**src/rtl/grid_image_locator_if.sv**
```systemverilog
// Pixel-side bundle of the grid image locator: raster counters and pixel enable in,
// tile address / ID / overlay flags out.
interface grid_image_locator_if #(
  parameter int CNTR_WIDTH_H       = 10,
  parameter int CNTR_WIDTH_V       = 10,
  parameter int ROM_ADDR_BUS_WIDTH = 17,
  parameter int ID_WIDTH           = 4
);
  logic                          pix_en;
  logic [CNTR_WIDTH_H-1:0]       CounterX;
  logic [CNTR_WIDTH_V-1:0]       CounterY;
  logic [ID_WIDTH-1:0]           sel_id;
  logic [ROM_ADDR_BUS_WIDTH-1:0] ROM_Addr;
  logic [ID_WIDTH-1:0]           ImageID;
  logic                          isImage;
  logic                          border;
  logic [23:0]                   black_white;

  modport master (
    output pix_en, CounterX, CounterY, sel_id,
    input  ROM_Addr, ImageID, isImage, border, black_white
  );

  modport slave (
    input  pix_en, CounterX, CounterY, sel_id,
    output ROM_Addr, ImageID, isImage, border, black_white
  );
endinterface

```
**src/rtl/grid_image_locator.sv**
```systemverilog
// Two-stage, multiplier-free locator of a COLS x ROWS tile grid on the VGA raster.
// Optional selected-tile border overlay is built when SEL_BORDER_EN is defined.
module grid_image_locator #(
  parameter int          CNTR_WIDTH_H       = 10,
  parameter int          CNTR_WIDTH_V       = 10,
  parameter int          ROM_ADDR_BUS_WIDTH = 17,
  parameter int          ID_WIDTH           = 4,
  parameter int          COLS               = 4,
  parameter int          ROWS               = 3,
  parameter int          TILE_W             = 100,
  parameter int          TILE_H             = 100,
  parameter int          PITCH_X            = 128,
  parameter int          PITCH_Y            = 128,
  parameter int          ORIGIN_X           = 308,
  parameter int          ORIGIN_Y           = 20,
  parameter logic [23:0] BORDER_RGB         = 24'hFF0000
) (
  input logic                clk,
  input logic                rst_n,
  grid_image_locator_if.slave bus
);

  typedef logic [ROM_ADDR_BUS_WIDTH-1:0] addr_t;
  typedef logic [CNTR_WIDTH_H-1:0]       hcnt_t;
  typedef logic [CNTR_WIDTH_V-1:0]       vcnt_t;
  typedef logic [ID_WIDTH-1:0]           id_t;

  localparam addr_t TILE_SZ_A = addr_t'(TILE_W * TILE_H);
  localparam addr_t ROW_SZ_A  = addr_t'(COLS * TILE_W * TILE_H);
  localparam addr_t TILE_W_A  = addr_t'(TILE_W);
  localparam hcnt_t X_ORG     = hcnt_t'(ORIGIN_X);
  localparam hcnt_t X_TEND    = hcnt_t'(TILE_W - 1);
  localparam hcnt_t X_GEND    = hcnt_t'(PITCH_X - TILE_W);
  localparam vcnt_t Y_ORG     = vcnt_t'(ORIGIN_Y);
  localparam vcnt_t Y_TEND    = vcnt_t'(TILE_H - 1);
  localparam vcnt_t Y_GEND    = vcnt_t'(PITCH_Y - TILE_H);
  localparam id_t   ID_COLS   = id_t'(COLS);
  localparam id_t   LAST_COL  = id_t'(COLS - 1);
  localparam id_t   LAST_ROW  = id_t'(ROWS - 1);

  localparam logic [2:0] WAIT_FRAME = 3'd0;
  localparam logic [2:0] H_PRE      = 3'd1;
  localparam logic [2:0] H_TILE     = 3'd2;
  localparam logic [2:0] H_GAP      = 3'd3;
  localparam logic [2:0] H_DONE     = 3'd4;
  localparam logic [2:0] V_PRE      = 3'd1;
  localparam logic [2:0] V_TILE     = 3'd2;
  localparam logic [2:0] V_GAP      = 3'd3;
  localparam logic [2:0] V_DONE     = 3'd4;

  logic [2:0] h_st_p1, v_st_p1, h_st_nxt, v_st_nxt, h_cur;
  hcnt_t      hcnt_p1, hcnt_nxt;
  vcnt_t      vcnt_p1, vcnt_nxt;
  id_t        col_p1, col_nxt, row_p1, row_nxt;
  id_t        id_p1, id_nxt, row_id_p1, row_id_nxt;
  addr_t      tile_base_p1, tile_base_nxt, row_base_p1, row_base_nxt;
  addr_t      row_tb_p1, row_tb_nxt;
  logic       frame_sync, line_start, in_tile_p1;

  addr_t      rom_addr_p2;
  id_t        id_p2;
  logic       img_p2;

  assign frame_sync = (bus.CounterX == '0) && (bus.CounterY == '0);
  assign line_start = (bus.CounterX == '0);

  always_comb begin
    v_st_nxt     = v_st_p1;
    vcnt_nxt     = vcnt_p1;
    row_nxt      = row_p1;
    row_id_nxt   = row_id_p1;
    row_tb_nxt   = row_tb_p1;
    row_base_nxt = row_base_p1;
    h_st_nxt     = h_st_p1;
    hcnt_nxt     = hcnt_p1;
    col_nxt      = col_p1;
    id_nxt       = id_p1;
    tile_base_nxt = tile_base_p1;

    // Vertical tracking only moves on the first pixel of a line.
    if (frame_sync) begin
      v_st_nxt     = V_PRE;
      vcnt_nxt     = '0;
      row_nxt      = '0;
      row_id_nxt   = '0;
      row_tb_nxt   = '0;
      row_base_nxt = '0;
    end else if (line_start) begin
      case (v_st_p1)
        V_PRE: begin
          if (bus.CounterY == Y_ORG) begin
            v_st_nxt     = V_TILE;
            vcnt_nxt     = '0;
            row_base_nxt = '0;
          end
        end
        V_TILE: begin
          if (vcnt_p1 == Y_TEND) begin
            v_st_nxt = V_GAP;
            vcnt_nxt = vcnt_t'(1);
          end else begin
            vcnt_nxt     = vcnt_p1 + 1'b1;
            row_base_nxt = row_base_p1 + TILE_W_A;
          end
        end
        V_GAP: begin
          if (vcnt_p1 == Y_GEND) begin
            if (row_p1 == LAST_ROW) begin
              v_st_nxt = V_DONE;
            end else begin
              v_st_nxt     = V_TILE;
              vcnt_nxt     = '0;
              row_base_nxt = '0;
              row_nxt      = row_p1 + 1'b1;
              row_id_nxt   = row_id_p1 + ID_COLS;
              row_tb_nxt   = row_tb_p1 + ROW_SZ_A;
            end
          end else begin
            vcnt_nxt = vcnt_p1 + 1'b1;
          end
        end
        default: ;
      endcase
    end

    // Horizontal tracking restarts every line once a frame has been seen.
    h_cur = (line_start && (v_st_nxt != WAIT_FRAME)) ? H_PRE : h_st_p1;
    h_st_nxt = h_cur;
    case (h_cur)
      H_PRE: begin
        if (bus.CounterX == X_ORG) begin
          h_st_nxt      = H_TILE;
          hcnt_nxt      = '0;
          col_nxt       = '0;
          id_nxt        = row_id_nxt;
          tile_base_nxt = row_tb_nxt;
        end
      end
      H_TILE: begin
        if (hcnt_p1 == X_TEND) begin
          h_st_nxt = H_GAP;
          hcnt_nxt = hcnt_t'(1);
        end else begin
          hcnt_nxt = hcnt_p1 + 1'b1;
        end
      end
      H_GAP: begin
        if (hcnt_p1 == X_GEND) begin
          if (col_p1 == LAST_COL) begin
            h_st_nxt = H_DONE;
          end else begin
            h_st_nxt      = H_TILE;
            hcnt_nxt      = '0;
            col_nxt       = col_p1 + 1'b1;
            id_nxt        = id_p1 + 1'b1;
            tile_base_nxt = tile_base_p1 + TILE_SZ_A;
          end
        end else begin
          hcnt_nxt = hcnt_p1 + 1'b1;
        end
      end
      default: ;
    endcase
  end

  // Stage 1: FSM state, offsets and bases for the accepted pixel.
  always_ff @(posedge clk) begin
    if (!rst_n) begin
      h_st_p1      <= WAIT_FRAME;
      v_st_p1      <= WAIT_FRAME;
      hcnt_p1      <= '0;
      vcnt_p1      <= '0;
      col_p1       <= '0;
      row_p1       <= '0;
      id_p1        <= '0;
      row_id_p1    <= '0;
      row_tb_p1    <= '0;
      row_base_p1  <= '0;
      tile_base_p1 <= '0;
    end else if (bus.pix_en) begin
      h_st_p1      <= h_st_nxt;
      v_st_p1      <= v_st_nxt;
      hcnt_p1      <= hcnt_nxt;
      vcnt_p1      <= vcnt_nxt;
      col_p1       <= col_nxt;
      row_p1       <= row_nxt;
      id_p1        <= id_nxt;
      row_id_p1    <= row_id_nxt;
      row_tb_p1    <= row_tb_nxt;
      row_base_p1  <= row_base_nxt;
      tile_base_p1 <= tile_base_nxt;
    end
  end

  assign in_tile_p1 = (h_st_p1 == H_TILE) && (v_st_p1 == V_TILE);

  // Stage 2: address sum and registered outputs.
  always_ff @(posedge clk) begin
    if (!rst_n) begin
      rom_addr_p2 <= '0;
      id_p2       <= '0;
      img_p2      <= 1'b0;
    end else if (bus.pix_en) begin
      rom_addr_p2 <= in_tile_p1 ? (tile_base_p1 + row_base_p1 + addr_t'(hcnt_p1)) : '0;
      id_p2       <= in_tile_p1 ? id_p1 : '0;
      img_p2      <= in_tile_p1;
    end
  end

  assign bus.ROM_Addr = rom_addr_p2;
  assign bus.ImageID  = id_p2;
  assign bus.isImage  = img_p2;

`ifdef SEL_BORDER_EN
  id_t  sel_p1;
  logic border_p2, edge_p1;

  always_ff @(posedge clk) begin
    if (!rst_n) begin
      sel_p1 <= '0;
    end else if (bus.pix_en) begin
      sel_p1 <= bus.sel_id;
    end
  end

  assign edge_p1 = (hcnt_p1 == '0) || (hcnt_p1 == X_TEND) ||
                   (vcnt_p1 == '0) || (vcnt_p1 == Y_TEND);

  always_ff @(posedge clk) begin
    if (!rst_n) begin
      border_p2 <= 1'b0;
    end else if (bus.pix_en) begin
      border_p2 <= in_tile_p1 && (id_p1 == sel_p1) && edge_p1;
    end
  end

  assign bus.border      = border_p2;
  assign bus.black_white = border_p2 ? BORDER_RGB : 24'h0;
`else
  logic unused_sel;
  assign unused_sel      = ^{bus.sel_id, BORDER_RGB};
  assign bus.border      = 1'b0;
  assign bus.black_white = 24'h0;
`endif

endmodule

```
**src/flat_wrapper.sv**
```systemverilog
// flat-port wrapper written by rule: the top's interface ports become plain ports
module grid_image_locator_flat 
#(
  parameter int          CNTR_WIDTH_H       = 10,
  parameter int          CNTR_WIDTH_V       = 10,
  parameter int          ROM_ADDR_BUS_WIDTH = 17,
  parameter int          ID_WIDTH           = 4,
  parameter int          COLS               = 4,
  parameter int          ROWS               = 3,
  parameter int          TILE_W             = 100,
  parameter int          TILE_H             = 100,
  parameter int          PITCH_X            = 128,
  parameter int          PITCH_Y            = 128,
  parameter int          ORIGIN_X           = 308,
  parameter int          ORIGIN_Y           = 20,
  parameter logic [23:0] BORDER_RGB         = 24'hFF0000
)
  (clk, rst_n, bus_pix_en, bus_CounterX, bus_CounterY, bus_sel_id, bus_ROM_Addr, bus_ImageID, bus_isImage, bus_border, bus_black_white);
  grid_image_locator_if #(.CNTR_WIDTH_H(CNTR_WIDTH_H), .CNTR_WIDTH_V(CNTR_WIDTH_V), .ROM_ADDR_BUS_WIDTH(ROM_ADDR_BUS_WIDTH), .ID_WIDTH(ID_WIDTH)) bus_i ();
  input logic clk;
  input logic rst_n;
  input wire logic [$bits(bus_i.pix_en)-1:0] bus_pix_en;
  input wire logic [$bits(bus_i.CounterX)-1:0] bus_CounterX;
  input wire logic [$bits(bus_i.CounterY)-1:0] bus_CounterY;
  input wire logic [$bits(bus_i.sel_id)-1:0] bus_sel_id;
  output wire logic [$bits(bus_i.ROM_Addr)-1:0] bus_ROM_Addr;
  output wire logic [$bits(bus_i.ImageID)-1:0] bus_ImageID;
  output wire logic [$bits(bus_i.isImage)-1:0] bus_isImage;
  output wire logic [$bits(bus_i.border)-1:0] bus_border;
  output wire logic [$bits(bus_i.black_white)-1:0] bus_black_white;
  assign bus_i.pix_en = bus_pix_en;
  assign bus_i.CounterX = bus_CounterX;
  assign bus_i.CounterY = bus_CounterY;
  assign bus_i.sel_id = bus_sel_id;
  assign bus_ROM_Addr = bus_i.ROM_Addr;
  assign bus_ImageID = bus_i.ImageID;
  assign bus_isImage = bus_i.isImage;
  assign bus_border = bus_i.border;
  assign bus_black_white = bus_i.black_white;
  grid_image_locator #(.CNTR_WIDTH_H(CNTR_WIDTH_H), .CNTR_WIDTH_V(CNTR_WIDTH_V), .ROM_ADDR_BUS_WIDTH(ROM_ADDR_BUS_WIDTH), .ID_WIDTH(ID_WIDTH), .COLS(COLS), .ROWS(ROWS), .TILE_W(TILE_W), .TILE_H(TILE_H), .PITCH_X(PITCH_X), .PITCH_Y(PITCH_Y), .ORIGIN_X(ORIGIN_X), .ORIGIN_Y(ORIGIN_Y), .BORDER_RGB(BORDER_RGB)) u_core (.clk(clk), .rst_n(rst_n), .bus(bus_i));
endmodule
```
**config.mk**
```make
export PLATFORM = sky130hd
export DESIGN_NAME = grid_image_locator_flat
export DESIGN_NICKNAME = d
export VERILOG_FILES = /design/src/rtl/grid_image_locator_if.sv /design/src/rtl/grid_image_locator.sv /design/src/flat_wrapper.sv
export SDC_FILE = /design/constraint.sdc
export NUM_CORES = 1
export LEC_CHECK = 0
export ABC_AREA = 1
export CAP_MARGIN = 20
export CORE_UTILIZATION = 62
export DETAILED_ROUTE_END_ITERATION = 10
export HOLD_SLACK_MARGIN = 0.12
export PLACE_DENSITY = 0.89
export SYNTH_ARGS = -nofsm -noshare
export SYNTH_HDL_FRONTEND = slang
export SYNTH_SLANG_ARGS = --single-unit
```
**constraint.sdc**
```tcl
create_clock -name clk -period 4.37 [get_ports clk]
set_clock_uncertainty 0.2 [all_clocks]
set_input_delay 1.0925 -clock clk [delete_from_list [all_inputs] [get_ports clk]]
set_output_delay 1.0925 -clock clk [all_outputs]
set_load 0.1 [all_outputs]
```
* After elaboration in Yosys (flattened, before gate mapping)
Cells that the tools add are included.
Operators by class: add/subtract/negate cells 11, equality and inequality tests 25, multiplexer cells 61, reductions and logical operators 17
Operators with widths (count):
- $mux W17 | 15
- $mux W10 | 10
- $mux W4 | 17
- $pmux W10 S3 | 2
- $pmux W17 S3 | 1
- $pmux W17 S2 | 1
- $mux W3 | 11
- $eq A10 B5 Y1 const B | 3
- $add A10 B1 Y10 const B | 2
- $eq A10 B7 Y1 const B | 2
- $logic_not A10 Y1 | 2
- $pmux W3 S3 | 2
- $add A17 B10 Y17 | 1
- $add A17 B14 Y17 const B | 1
- $add A17 B16 Y17 const B | 1
- $add A17 B17 Y17 | 1
- $add A17 B7 Y17 const B | 1
- $pmux W4 S2 | 2
- $eq A3 B2 Y1 const B | 5
- $reduce_and A5 Y1 | 3
- $add A4 B1 Y4 const B | 3
- $eq A10 B9 Y1 const B | 1
- $eq A4 B2 Y1 const B | 2
- $reduce_bool A2 Y1 | 4
- 13 further kinds | 21
Word-level totals: bits in registers 115, input port bits 27, output and inout port bits 47

* Logic depth before layout (Yosys ltp)
depth in word-level cells 12, gate-level depth with buffers 21, depth with buffers taken out 20

* Worst setup path after synthesis
No wires, ideal clock.
kind input-to-reg, start point input port bus_CounterX[4], end point register u_core.hcnt_p1[2], arrival 2.808 ns, setup slack 1.250 ns, cell stages on the path 18, path buffers 2, cells stage by stage nor2_1 -> nand2_1 -> nor2_2 -> nand2_2 -> clkinv_2 -> nand2_2 -> buf_6 -> nand2_2 -> nand2_1 -> nor2_2 -> nand2_4 -> a21oi_4 -> nand2_1 -> nand2_2 -> nand2_4 -> buf_6 -> nor2_1 -> nor2_1
Between the ends: cells in the longest elaborated chain, start to end 9, elaborated cells between the ends (all ways) 16, those cells by class 6 x eq/ne; 4 x mux; 6 x reduce/logical
Ends and longest elaborated chain:
- from (decl) | RTL line flat_wrapper.sv:23 | input wire logic [$bits(bus_i.CounterX)-1:0] bus_CounterX;
- $logic_not A10 Y1 | RTL line grid_image_locator.sv:64, grid_image_locator.sv:65
- $mux W3 or $logic_and A1 B1 Y1 (tied branches) | RTL line grid_image_locator.sv:88, grid_image_locator.sv:64
- $mux W3 | RTL line grid_image_locator.sv:81 | if (frame_sync) begin
- $reduce_bool A3 Y1 | RTL line grid_image_locator.sv:127 | h_cur = (line_start && (v_st_nxt != WAIT_FRAME)) ? H_PRE : h_st_p1;
- $logic_and A1 B1 Y1 | RTL line grid_image_locator.sv:127
- $mux W3 | RTL line grid_image_locator.sv:127
- $eq A3 B2 Y1 or $eq A3 B1 Y1 (tied branches) | RTL line grid_image_locator.sv:129 | case (h_cur)
- $ne A3 B3 Y1 (no line) (tied with other cells)
- $reduce_and A4 Y1 (no line)
- to (signal assigned) | RTL line grid_image_locator.sv:183 | hcnt_p1 <= hcnt_nxt;
- to (decl) | RTL line grid_image_locator.sv:52 | hcnt_t hcnt_p1, hcnt_nxt;
Several ways; a longest one is shown, not always the timed one. A chain may end at the register's enable or synchronous reset.

* Final worst setup path
start point input port bus_CounterX[3], end point register u_core.tile_base_p1[9]
Between the ends: cells in the longest elaborated chain, start to end 9, elaborated cells between the ends (all ways) 19, those cells by class 6 x eq/ne; 7 x mux; 6 x reduce/logical
Ends and longest elaborated chain:
- $logic_not A10 Y1 | RTL line grid_image_locator.sv:64, grid_image_locator.sv:65
- $mux W3 or $logic_and A1 B1 Y1 (tied branches) | RTL line grid_image_locator.sv:88, grid_image_locator.sv:64
- $mux W3 | RTL line grid_image_locator.sv:81
- $reduce_bool A3 Y1 | RTL line grid_image_locator.sv:127
- $logic_and A1 B1 Y1 | RTL line grid_image_locator.sv:127
- $mux W3 | RTL line grid_image_locator.sv:127
- $eq A3 B2 Y1 or $eq A3 B1 Y1 (tied branches) | RTL line grid_image_locator.sv:129
- $ne A2 B1 Y1 (no line) (tied with other cells)
- $reduce_and A5 Y1 (no line)
- to (signal assigned) | RTL line grid_image_locator.sv:191 | tile_base_p1 <= tile_base_nxt;
- to (decl) | RTL line grid_image_locator.sv:56 | addr_t tile_base_p1, tile_base_nxt, row_base_p1, row_base_nxt;
Several ways; a longest one is shown, not always the timed one. The select of a mux whose other input is x is not followed.

==> impl_metrics.toml <==
[status]
outcome = "complete, no violations"

[pwr]
irDropWorstVdd_mv = 0.3395
p_sw_share_pct = 25.37
power_density_nw_per_um2 = 337.0
p_seq_share_pct = 38.7
p_comb_share_pct = 9.8
switchingPower_uw = 700.1
power_leakage_nw = 3.541
internal_power_mw = 2.059
fin_total_pwr_mw = 2.760
p_clk_share_pct = 51.6

[clocking]
cts_resized = 0
clk_latency_ps = 420
cts_tree = "yes"
clock_sinks = 113
cts_buffers = 17
path_clk_slew_ps = 50
htreeDepth = 4
cts.path.max_buffers = 2
hold_buffers = 0
post_cts_buffers = 0
cts_root_buf = "clkbuf_16"

[place]
dpl_worst_slack_ps = 166.6
port_buffers = 44
gp_congestion = 0.9112
dp_hpwl_mm = 12.01

[detailed_routing]
first_pass_iters = 5
antenna_left = 0
post_drt_wl_per_cell_um = 13.89
drt_iter0_markers = 595
totalWireLength_mm = 17.22
vias = 7054
drc = 0
viasPerCell = 5.689

[sta]
clock.fmax_mhz = 259.5
grt_setup_unrepaired = "false"
tightest_slew_ps = 970.5
hold_viol_final = 0
drv_slew = 0
min_period_over_period_pct = 88.19
slew_headroom_pct = 35.10
timing.setup.tns_ps = 0
finalSetupViolCount = 0
fin_ws_ps = 516.3
finalCriticalPeriod_ps = 3854

[logic_synthesis]
yosys_warnings = 0
syn-cell-area_um2 = 7136
synthArstFlopShare_pct = 0
seq_area_frac_synth_pct = 31.70
synth_cell_types = 51
synth-edff-count = 0
synth_seq_cells = 113
avgSynthCellArea_um2 = 6.828
synthCells = 1045
ys.flop_type = "dfxtp_1"

[global_routing]
grt.total_usage_pct = 30.14
overflow = 0
antenna_found_initial = 0
grt_max_degree = 41
grt_pass1_vias = 6357
grt_pass1_wl_mm = 27.99

[layout]
drive_gt1_share_pct = 6.818
nets = 1158
final_common_cell = "nand2_1"
syn_to_final_growth_pct = 14.76
num_antenna_cells = 0
final_cell_mix = "nand2_1 (200), nor2_1 (121), inv_1 (116), dfxtp_1 (113), a21oi_1 (105)"

[critical_path]
path_buf_inv = 2
crit_type = "in -> reg"
crit_top_cell = "nand2_1"
slowest_delay_ps = 620
crit_arrival_ps = 4000
slowest_stage = "nor2_2"
crit_family = "simple AND/OR/NAND/NOR gates"
end_kind = "flip-flop"
worstPathCellList = "clkdlybuf4s50_1 -> nor3_2 -> nand2_2 -> nor2_1 -> nand4_1 -> nand2_1 -> nor2_2 -> nand2_4 -> nand2_4 -> o21ai_2 -> nand2_1 -> inv_1 -> nand2_1 -> nor2_2 -> o21ai_0 -> nor2_1"
cp_max_fo = 21
worst_setup_path_start_kind = "primary input"
cp_data_required_time_ps = 4520

[flow_run]
max_cap_violations = 0

[floorplan]
num_io_pins = 74
die_y_um = 109.3
rows = 38
die_area_um2 = 11940
die_w_um = 109.3
core-area_um2 = 11030
start_util_pct = 64.69

[hold_path]
hp-class = "reg -> reg"
==> power by group through the flow <==
| stage | sequential (mW) | combinational, mW | clock, mW |
|---|---|---|---|
| after floorplan | 1.08 | 0.228 | 0 |
| after global placement | 1.09 | 0.259 | 0 |
| after detailed placement | 1.09 | 0.264 | 0 |
| after CTS | 1.07 | 0.267 | 1.43 |
| after global routing | 1.07 | 0.291 | 1.48 |
| final | 1.07 | 0.269 | 1.42 |
==> final timing paths <==
path / startpoint / to / slack (ps) / depth (start not counted)
min: u_core.row_tb_p1[3] / u_core.row_tb_p1[3] / 230 / 2
max: bus_CounterX[3] / u_core.tile_base_p1[9] / 520 / 16
max reg2reg: u_core.row_base_p1[3] / u_core.bus.ROM_Addr[12] / 960 / 13
min reg2reg: u_core.row_tb_p1[3] / u_core.row_tb_p1[3] / 230 / 2
==> area by class of cell <==
class                   count  area (um^2)
clock buffers              21        480.5
well taps                 140        175.2
flip-flops and latches    113         2262
clock inverters            10        132.6
repair buffers             53        508.0
fillers                   860         2841
inverters                 120        454.2
multi-input cells         783         4177
==> logic make-up after synthesis <==
group / share of synthesized area [%]
buffers and inverters: 11.03
flip-flops: 31.70
other: 0.05255
adder cells (fa/ha/maj): 8.487
AND/OR/NAND/NOR: 28.97
XOR/XNOR: 2.946
AO/OA/AOI/OAI: 16.82
==> state kept, by name (all words and copies together) (netlist names) <==
| register | cells |
|---|---|
| u_core.bus.ImageID | 4 |
| u_core.bus.ROM_Addr | 17 |
| u_core.bus.isImage | 1 |
| u_core.col_p1 | 4 |
| u_core.h_st_p1 | 3 |
| u_core.hcnt_p1 | 10 |
| u_core.id_p1 | 4 |
| u_core.row_base_p1 | 15 |
| u_core.row_id_p1 | 4 |
| u_core.row_p1 | 4 |
| u_core.row_tb_p1 | 17 |
| u_core.tile_base_p1 | 17 |
| u_core.v_st_p1 | 3 |
| u_core.vcnt_p1 | 10 |
==> tightest hold or removal path: cells and delay by family, from the launching register on <==
kind                   cells  cell delay, ps
flip-flops                 1             300
buffers and inverters      1              50
AND/OR/NAND/NOR            1              30
==> synthesized netlist by cell type, types with 8 or more instances <==
cell type,n,area [um^2]
nor2_1,121,454.2
fa_1,9,180.2
ha_1,34,425.4
dfxtp_1,113,2262
nor3_1,27,135.1
a21oi_1,105,525.5
o21ai_0,86,430.4
xnor2_1,8,70.07
nand4_1,15,93.84
xor2_1,16,140.1
nand2_1,200,750.7
clkbuf_1,18,67.56
buf_4,29,217.7
inv_1,116,435.4
nand3_1,70,350.3
==> metrics by stage <==
stage | util (%) | hold WS, ps | instance area (um^2) | cells
finish | 74.24 | 225.2 | 8189 | 1240
global route | 74.24 | 237.6 | 8189 | 1240
CTS | 74.24 | 226.5 | 8189 | 1240
detailed placement | 68.68 | 218.8 | 7576 | 1209
global placement | 68.68 | 216.4 | 7576 | 1209
floorplan | - | 208.9 | 7226 | 1069
==> metal layers <==
layer	wire length, um	part of all wire [%]	GRT usage, %	up-vias
li1	-	-	-	3492
met1	7238	42	35.06	3183
met2	8163	47	51.62	329
met3	1366	7.9	7.770	50
met4	454	2.6	14.10	0
met5	0	0	0	-
Power figures use the tool's default switching activity.
